$ cat config.mk
export PLATFORM = sky130hd
export DESIGN_NAME = a51_burst_xor
export DESIGN_NICKNAME = d
export VERILOG_FILES = /design/src/rtl/a51_burst_xor.sv
export SDC_FILE = /design/constraint.sdc
export NUM_CORES = 1
export LEC_CHECK = 0
export BUFFER_PORTS_ARGS = -buffer_cell sky130_fd_sc_hd__buf_4
export CORE_ASPECT_RATIO = 0.5
export CORE_MARGIN = 8
export CORE_UTILIZATION = 50
export CTS_CLUSTER_SIZE = 20
export DETAILED_ROUTE_END_ITERATION = 16
export PLACE_DENSITY = 0.73
export SKIP_CTS_REPAIR_TIMING = 1
export SLEW_MARGIN = 25
export SYNTH_ARGS = -nofsm -noshare
export SYNTH_HDL_FRONTEND = slang
export SYNTH_SLANG_ARGS = --single-unit
$ cat constraint.sdc
create_clock -name clk -period 2.3 [get_ports clk]
set_input_delay 0.23 -clock clk [delete_from_list [all_inputs] [get_ports clk]]
set_output_delay 0.23 -clock clk [all_outputs]
set_load 0.02 [all_outputs]
$ cat src/rtl/a51_burst_xor.sv
// Purpose: XORs plaintext bytes with a serial A5/1 keystream, one burst of BURST_BITS keystream bits per start.
// Latency: one ciphertext byte per 8 accepted keystream bits; ct_valid rises the cycle after the plaintext handshake.
// Backpressure: valid/ready on all three streams; only one stream is ready/valid at a time, and OUT holds until ct_ready.
//
// Ports:
//   clk, reset                clock and asynchronous active-low reset
//   start                     begin one burst (ignored unless idle)
//   ks_bit/ks_valid/ks_ready  serial keystream input
//   pt_data/pt_valid/pt_ready plaintext byte input
//   ct_data/ct_valid/ct_ready/ct_last  ciphertext byte output, ct_last on the final byte
//   frame_no                  frame counter, advances after each completed burst
//   busy, done                status: not idle / one-cycle pulse at burst end
module a51_burst_xor #(
    parameter int BURST_BITS = 114,
    parameter int FN_W       = 22
) (
    input  logic            clk,
    input  logic            reset,
    input  logic            start,
    input  logic            ks_bit,
    input  logic            ks_valid,
    output logic            ks_ready,
    input  logic [7:0]      pt_data,
    input  logic            pt_valid,
    output logic            pt_ready,
    output logic [7:0]      ct_data,
    output logic            ct_valid,
    input  logic            ct_ready,
    output logic            ct_last,
    output logic [FN_W-1:0] frame_no,
    output logic            busy,
    output logic            done
);

    typedef enum logic [1:0] {
        S_IDLE    = 2'd0,
        S_COLLECT = 2'd1,
        S_WAIT_PT = 2'd2,
        S_OUT     = 2'd3
    } state_t;

    localparam logic [8:0] BURST_END = 9'(BURST_BITS);

    state_t          state_q,    state_d;
    logic [7:0]      bit_cnt_q,  bit_cnt_d;   // keystream bits consumed this burst
    logic [2:0]      byte_bit_q, byte_bit_d;  // position within the current byte
    logic [7:0]      ks_byte_q,  ks_byte_d;   // keystream byte, filled MSB-first
    logic            last_q,     last_d;      // current byte holds the final keystream bit
    logic [7:0]      ct_data_q,  ct_data_d;
    logic            ct_valid_q, ct_valid_d;
    logic            ct_last_q,  ct_last_d;
    logic [FN_W-1:0] frame_no_q, frame_no_d;
    logic            done_q,     done_d;
    logic            busy_q,     busy_d;
    logic            ks_rdy_q,   ks_rdy_d;
    logic            pt_rdy_q,   pt_rdy_d;
    logic [8:0]      bit_cnt_inc;

    always_comb begin
        state_d     = state_q;
        bit_cnt_d   = bit_cnt_q;
        byte_bit_d  = byte_bit_q;
        ks_byte_d   = ks_byte_q;
        last_d      = last_q;
        ct_data_d   = ct_data_q;
        ct_valid_d  = ct_valid_q;
        ct_last_d   = ct_last_q;
        frame_no_d  = frame_no_q;
        done_d      = 1'b0;
        bit_cnt_inc = {1'b0, bit_cnt_q} + 9'd1;

        unique case (state_q)
            S_IDLE: begin
                if (start) begin
                    state_d    = S_COLLECT;
                    bit_cnt_d  = 8'd0;
                    byte_bit_d = 3'd0;
                    ks_byte_d  = 8'd0;
                    last_d     = 1'b0;
                end
            end
            S_COLLECT: begin
                if (ks_valid) begin
                    ks_byte_d[3'd7 - byte_bit_q] = ks_bit;
                    byte_bit_d = byte_bit_q + 3'd1;
                    bit_cnt_d  = bit_cnt_inc[7:0];
                    // A byte closes when full or when the burst runs out of bits;
                    // unfilled low bits stay 0 so plaintext passes through there.
                    if (byte_bit_q == 3'd7 || bit_cnt_inc == BURST_END) begin
                        state_d = S_WAIT_PT;
                        last_d  = (bit_cnt_inc == BURST_END);
                    end
                end
            end
            S_WAIT_PT: begin
                if (pt_valid) begin
                    ct_data_d  = pt_data ^ ks_byte_q;
                    ct_valid_d = 1'b1;
                    ct_last_d  = last_q;
                    state_d    = S_OUT;
                end
            end
            S_OUT: begin
                if (ct_ready) begin
                    ct_valid_d = 1'b0;
                    ct_last_d  = 1'b0;
                    if (last_q) begin
                        state_d    = S_IDLE;
                        done_d     = 1'b1;
                        frame_no_d = frame_no_q + FN_W'(1);
                    end else begin
                        state_d    = S_COLLECT;
                        byte_bit_d = 3'd0;
                        ks_byte_d  = 8'd0;
                    end
                end
            end
            default: state_d = S_IDLE;
        endcase

        // Ready/busy flags are registered from the next state so they line up with it.
        busy_d   = (state_d != S_IDLE);
        ks_rdy_d = (state_d == S_COLLECT);
        pt_rdy_d = (state_d == S_WAIT_PT);
    end

    always_ff @(posedge clk or negedge reset) begin
        if (!reset) begin
            state_q    <= S_IDLE;
            bit_cnt_q  <= '0;
            byte_bit_q <= '0;
            ks_byte_q  <= '0;
            last_q     <= 1'b0;
            ct_data_q  <= '0;
            ct_valid_q <= 1'b0;
            ct_last_q  <= 1'b0;
            frame_no_q <= '0;
            done_q     <= 1'b0;
            busy_q     <= 1'b0;
            ks_rdy_q   <= 1'b0;
            pt_rdy_q   <= 1'b0;
        end else begin
            state_q    <= state_d;
            bit_cnt_q  <= bit_cnt_d;
            byte_bit_q <= byte_bit_d;
            ks_byte_q  <= ks_byte_d;
            last_q     <= last_d;
            ct_data_q  <= ct_data_d;
            ct_valid_q <= ct_valid_d;
            ct_last_q  <= ct_last_d;
            frame_no_q <= frame_no_d;
            done_q     <= done_d;
            busy_q     <= busy_d;
            ks_rdy_q   <= ks_rdy_d;
            pt_rdy_q   <= pt_rdy_d;
        end
    end

    assign ks_ready = ks_rdy_q;
    assign pt_ready = pt_rdy_q;
    assign ct_data  = ct_data_q;
    assign ct_valid = ct_valid_q;
    assign ct_last  = ct_last_q;
    assign frame_no = frame_no_q;
    assign busy     = busy_q;
    assign done     = done_q;

endmodule

==> metrics.cfg, run 1 <==
[global_route]
grt_overflow=0
gr-usage-all-layers_pct=15.11
grt_max_degree=59
grt_pass1_wl_mm=9.729
antenna_found_initial=0
grt_pass1_vias=2091

[placed_design]
hpwlAfterDp_mm=4.101
io_buffers=50
gp_congestion=0.8029
dpl_cell_area_mm2=0.003158

[die]
fp.dieH_um=68.13
die_w_um=120.3
start_util_pct=50.58
core_mm2=0.005373
dieArea_mm2=0.008193
pin_count=51
row_count=19

[cts]
cts_root_buf=clkbuf_8
cts_sinks=58
clkLatencyLatePin_ns=0.34
clk_pin_slew_ns=0.06
numCtsBuffers=9
cts-root-to-sink-buffers=2
cts_tree=yes
h-tree-depth=3

[worst_setup_path]
crit_top_cell=or3_1
startpoint=bit_cnt_q[0]$_DFFE_PN0P_
regToRegSetupSlack_ns=0.22
path_cells=ha_1, nand3_1, or3_1, a211o_1, or3_1, and2_4, nor2_2
r2r-end=pt_ready$_DFF_PN0_
crit_path_end_kind=flop
cpPeakStageDelay_ns=0.42
cp-endpoint=pt_ready$_DFF_PN0_
slowest_stage=dfrtp_1
start_kind=flop
reg2reg_depth=7
r2r-start=bit_cnt_q[0]$_DFFE_PN0P_
cp_max_fo=6
cp_data_required_time_ns=2.57
crit_arrival_ns=2.35
critPathKind=flop to flop

[layout]
drive_gt1_share_pct=22.46
fill_cells=449
antennaDiodeCount=0
fin_area_mm2=0.003377
num-nets-final=349
areaGrowthSynthToFinish_pct=24.26

[sta]
rsz0062_at_grt=no
final-hold-violation-count=58
fin_crit_sh_pct=90.55
worst_pin_slew_ns=0.7091
hold_slack_ns=-0.05891
slew_violations=0
finClkSkew_ns=0.009846
fin_setup_tns_ns=0
maxSlewHeadroom_pct=52.72
period_minus_slack_ns=2.083
setup-violations-final=0
fmax_mhz=480.2

[power_and_ir_drop]
intPower_mw=2.436
powerDensity_mw_per_mm2=1130
clock_power_share_pct=27.2
p_leak_nw=1.579
p_comb_share_pct=31.2
peakVddDrop_mv=0.5322
power_frac_seq_pct=41.7
p_switching_mw=1.379
switching_share_pct=36.14

[detailed_routing]
post_drt_wl_per_cell_um=14.19
routed_via_density=5.268
first_pass_iters=4
vias=2144
drc=0
antenna_left=0
drtIter0Drc=186
wl_mm=5.774

[synth]
synth-edff-count=0
netlist_area_mm2=0.002718
syn_inst=276
synth-main-ff-cell=dfrtp_1
yosysSeqAreaShare_pct=53.41
synthArstFlopShare_pct=100.0
synth_nets=296
yosysWarnings=0
syn-mean-instance-area_um2=9.846
synth.distinct_cells=40
synth_seq_cells=58

[status]
violations=hold timing
status=complete, but fails checks

[worst_hold_path]
hp-class=input port to async pin

[run]
drv_cap=0

## how the worst min path moves through the flow
stage          startpoint                       end  slack [ns]
3_3_place_gp        reset  bit_cnt_q[7]$_DFFE_PN0P_        0.33
6_report            reset  bit_cnt_q[5]$_DFFE_PN0P_       -0.06
3_5_place_dp        reset  bit_cnt_q[5]$_DFFE_PN0P_        0.34
4_1_cts             reset  bit_cnt_q[5]$_DFFE_PN0P_       -0.02
2_1_floorplan       reset  bit_cnt_q[0]$_DFFE_PN0P_       -0.07
5_1_grt             reset  ks_byte_q[6]$_DFFE_PN0P_       0.005
## worst max-delay path, delay by kind of cell, from the launching register on
kind | cells | cell delay [ns]
AO/OA/AOI/OAI | 1 | 0.29
adder cells (fa/ha/maj) | 1 | 0.25
flip-flops | 1 | 0.42
AND/OR/NAND/NOR | 5 | 1.05
## synth_stat cells, types with 6 or more instances
| cell type | instances | area [um^2] |
|---|---|---|
| a31oi_1 | 6 | 37.54 |
| clkbuf_1 | 9 | 33.78 |
| o21ai_0 | 39 | 195.2 |
| inv_1 | 7 | 26.28 |
| nand3_1 | 12 | 60.06 |
| nor2_1 | 19 | 71.32 |
| nand2_1 | 37 | 138.9 |
| dfrtp_1 | 58 | 1451 |
| xnor2_1 | 26 | 227.7 |
| nand4_1 | 8 | 50.05 |
## placed cells by master (no fill, tap or decap), types with 2 or more instances in the layout
master,n
xnor2_1,26
nand4_1,8
dfrtp_1,58
inv_1,7
clkinv_2,2
xor2_1,5
nand2_1,37
o31ai_1,4
or3_1,2
nand3_1,12
clkbuf_8,10
ha_1,5
nor3_1,2
a31oi_1,6
buf_4,54
a22o_1,2
nand2b_1,4
nor2_1,19
o21ai_0,39
bufinv_16,2
a21oi_1,5
and3_1,5
## power by group through the flow
stage | clock (mW) | sequential [mW] | combinational, mW
2_1_floorplan | 0 | 1.60 | 0.781
3_3_place_gp | 0 | 1.58 | 1.16
3_5_place_dp | 0 | 1.60 | 1.19
4_1_cts | 1.05 | 1.59 | 1.20
5_1_grt | 1.12 | 1.64 | 1.33
6_report | 1.04 | 1.59 | 1.19
## stage by stage
stage / utilization, % / cells / hold slack (ns) / power (mW) / worst slack (ns)
2_1_floorplan: - / 276 / -0.06559 / 2.383 / 0.3516
3_3_place_gp: 58.78 / 391 / 0.3253 / 2.744 / 0.2884
3_5_place_dp: 58.78 / 391 / 0.3352 / 2.787 / 0.2482
4_1_cts: 62.86 / 407 / -0.02380 / 3.836 / 0.2309
5_1_grt: 62.86 / 407 / 0.005239 / 4.085 / 0.01944
6_report: 62.86 / 407 / -0.05891 / 3.815 / 0.2173
## cell families after synthesis
| family | synth area share (%) |
|---|---|
| adders and majority gates | 2.302 |
| DFF | 53.41 |
| xor gates and xnor gates | 9.991 |
| AOI/OAI and AO/OA | 13.35 |
| muxes | 0.3683 |
| and+or+nand+nor | 17.40 |
| buffers and inverters | 3.177 |
## cell type report
cell class / count / area (um^2) / area share [%]
flip-flops and latches: 58 / 1451 / 42.98
multi-input cells: 198 / 1180 / 34.94
repair buffers: 54 / 405.4 / 12.00
clock buffers: 11 / 141.4 / 4.187
well taps: 73 / 91.34 / 2.705
clock inverters: 5 / 77.57 / 2.297
inverters: 8 / 30.03 / 0.8892
## metal layers
| layer | up-vias | global-route usage [%] | wire length, um |
|---|---|---|---|
| li1 | 1060 | - | - |
| met5 | - | 0 | 0 |
| met4 | 0 | 5.393 | 41 |
| met3 | 4 | 6.749 | 351 |
| met2 | 47 | 25.78 | 2808 |
| met1 | 1033 | 16.97 | 2573 |
## state kept, by name, indices dropped and copies added, names as in the netlist
| signal | count |
|---|---|
| bit_cnt_q | 8 |
| busy | 1 |
| byte_bit_q | 3 |
| ct_data | 8 |
| ct_last | 1 |
| ct_valid | 1 |
| done | 1 |
| frame_no | 22 |
| ks_byte_q | 8 |
| ks_ready | 1 |
| last_q | 1 |
| pt_ready | 1 |
| state_q | 2 |
(Power assumes the default switching activity.)
==> inputs of run 2 (changes only) <==
==> constraint.sdc (replaced) <==
create_clock -name clk -period 2 [get_ports clk]
set_input_delay 0.2 -clock clk [delete_from_list [all_inputs] [get_ports clk]]
set_output_delay 0.2 -clock clk [all_outputs]
set_load 0.02 [all_outputs]
==> metrics.cfg, run 2 (synthesis gave the netlist of run 1 again) <==
[status]
status=finished, final reports clean

[worst_setup_path]
slowest_stage=dfrtp_1
crit_arrival_ns=2.16  ; -0.19 ns
cp_data_required_time_ns=2.27  ; -0.30 ns
reg2reg_depth=6  ; -1
start_kind=flop
cp_max_fo=7  ; +1
crit_path_end_kind=flop
startpoint=bit_cnt_q[4]$_DFFE_PN0P_
path_cells=nand2_1, or3_1, a211o_1, or3_4, and2_4, nor2_2
cpPeakStageDelay_ns=0.46  ; +0.04 ns
critPathKind=flop to flop
r2r-start=bit_cnt_q[4]$_DFFE_PN0P_

[sta]
maxSlewHeadroom_pct=52.16  ; -0.56 points
fmax_mhz=530.0  ; +10%
final-hold-violation-count=0  ; -100%
rsz0062_at_grt=no
slew_violations=0  ; unchanged
period_minus_slack_ns=1.887  ; -0.1959 ns
fin_setup_tns_ns=0  ; unchanged
worst_pin_slew_ns=0.7175  ; +0.008383 ns
fin_crit_sh_pct=94.34  ; +3.8 points
setup-violations-final=0  ; unchanged
finClkSkew_ns=0.008348  ; -0.001498 ns
hold_slack_ns=0.1471  ; +0.2060 ns
worst_slack_ns=0.1133  ; -0.1041 ns

[cts]
numCtsBuffers=9  ; unchanged
cts_sinks=58  ; unchanged
cts_root_buf=clkbuf_8
cts_tree=yes
clkLatencyLatePin_ns=0.34  ; about the same
cts-root-to-sink-buffers=2  ; unchanged
clk_pin_slew_ns=0.07  ; about the same
h-tree-depth=3  ; unchanged

[placed_design]
dp_cells=398  ; +1.8%
io_buffers=50  ; unchanged
gp_congestion=0.8117  ; +1.1%
pre_cts_ws_ns=0.07718  ; -0.1710 ns
hpwlAfterDp_mm=4.279  ; +4.3%

[detailed_routing]
routed_via_density=5.308  ; +0.77%
vias=2203  ; +2.8%
drtIter0Drc=164  ; -12%
antenna_left=0  ; unchanged
post_drt_wl_per_cell_um=14.08  ; -0.77%
first_pass_iters=4  ; unchanged
drc=0  ; unchanged
wl_mm=5.842  ; +1.2%

[global_route]
grt_pass1_wl_mm=9.860  ; +1.3%
globalRouteMet2Util_pct=27.30  ; +1.5 points
grt-busiest-layer=met2
antenna_found_initial=0  ; unchanged
gr-usage-all-layers_pct=15.22  ; +0.11 points
grtUsageMet3_pct=5.103  ; -1.6 points
grt_max_degree=59  ; unchanged
grt_pass1_vias=2142  ; +2.4%
met1_usage_pct=16.87  ; -0.10 points
grt_overflow=0  ; unchanged

[power_and_ir_drop]
peakVddDrop_mv=0.5900  ; +11%
p_leak_nw=1.609  ; +1.9%
powerDensity_mw_per_mm2=1261  ; +12%

[layout]
fin_cells=415  ; +2.0%
layout_common_cells=62 x buf_4, 58 x dfrtp_1, 39 x o21ai_0
drive_gt1_share_pct=24.85  ; +2.4 points
largest_reg_flops=22  ; unchanged
areaGrowthSynthToFinish_pct=26.29
antennaDiodeCount=0  ; unchanged
layout_commonest_cell=buf_4
num-nets-final=358  ; +2.6%

[worst_hold_path]
hold_start=pt_data[1]
hp-class=input port to flop
hold_path_depth=3

[die]
pin_count=51  ; unchanged
fp.dieH_um=68.13  ; unchanged
row_count=19  ; unchanged
die_w_um=120.3  ; unchanged
core_mm2=0.005373  ; unchanged
start_util_pct=50.58  ; unchanged
dieArea_mm2=0.008193  ; unchanged

[run]
drv_cap=0  ; unchanged

## run 2: metal layers
layer	wire length [um]	vias to the layer above
li1	-	1076
met1	2528	1077
met5	0	-
met3	303	10
met4	83	0
met2	2926	40
## run 2: final timing paths
| path | slack, ns | endpoint |
|---|---|---|
| max in group asynchronous | 1.06 | frame_no[4]$_DFFE_PN0P_ |
| setup reg to reg | 0.11 | pt_ready$_DFF_PN0_ |
| min in group asynchronous | 0.46 | bit_cnt_q[7]$_DFFE_PN0P_ |
| setup / recovery | 0.11 | pt_ready$_DFF_PN0_ |
| hold reg to reg | 0.47 | frame_no[21]$_DFFE_PN0P_ |
| hold / removal | 0.15 | ct_data[1]$_DFFE_PN0P_ |
## run 2: cell type report
type	instances	area, um^2
Inverter	8	30.03
Clock inverter	5	55.05
Sequential cell	58	1451
Timing Repair Buffer	63	475.5
Multi-Input combinational cell	198	1191
Fill cell	459	1941
Tap cell	73	91.34
Clock buffer	10	137.6
## run 2: power breakdown
part	leakage, nW	internal (mW)	switching (mW)
Sequential	0.768	1.47	0.323
Clock	0.0941	0.597	0.452
Combinational	0.746	0.659	0.825
Total	1.61	2.73	1.60
## run 2: critical path: cells and delay by family, from the launching register on
kind | cells | cell delay, ns
AO/OA/AOI/OAI | 1 | 0.30
flip-flops | 1 | 0.46
AND/OR/NAND/NOR | 5 | 1.05
## run 2: metrics by stage
step	power, mW	utilization [%]	cell area, um^2
after floorplan	2.740	-	2718
after global routing	4.649	63.88	3432
after global placement	3.206	59.76	3211
final	4.329	63.88	3432
after CTS	4.345	63.34	3403
after detailed placement	3.280	59.76	3211
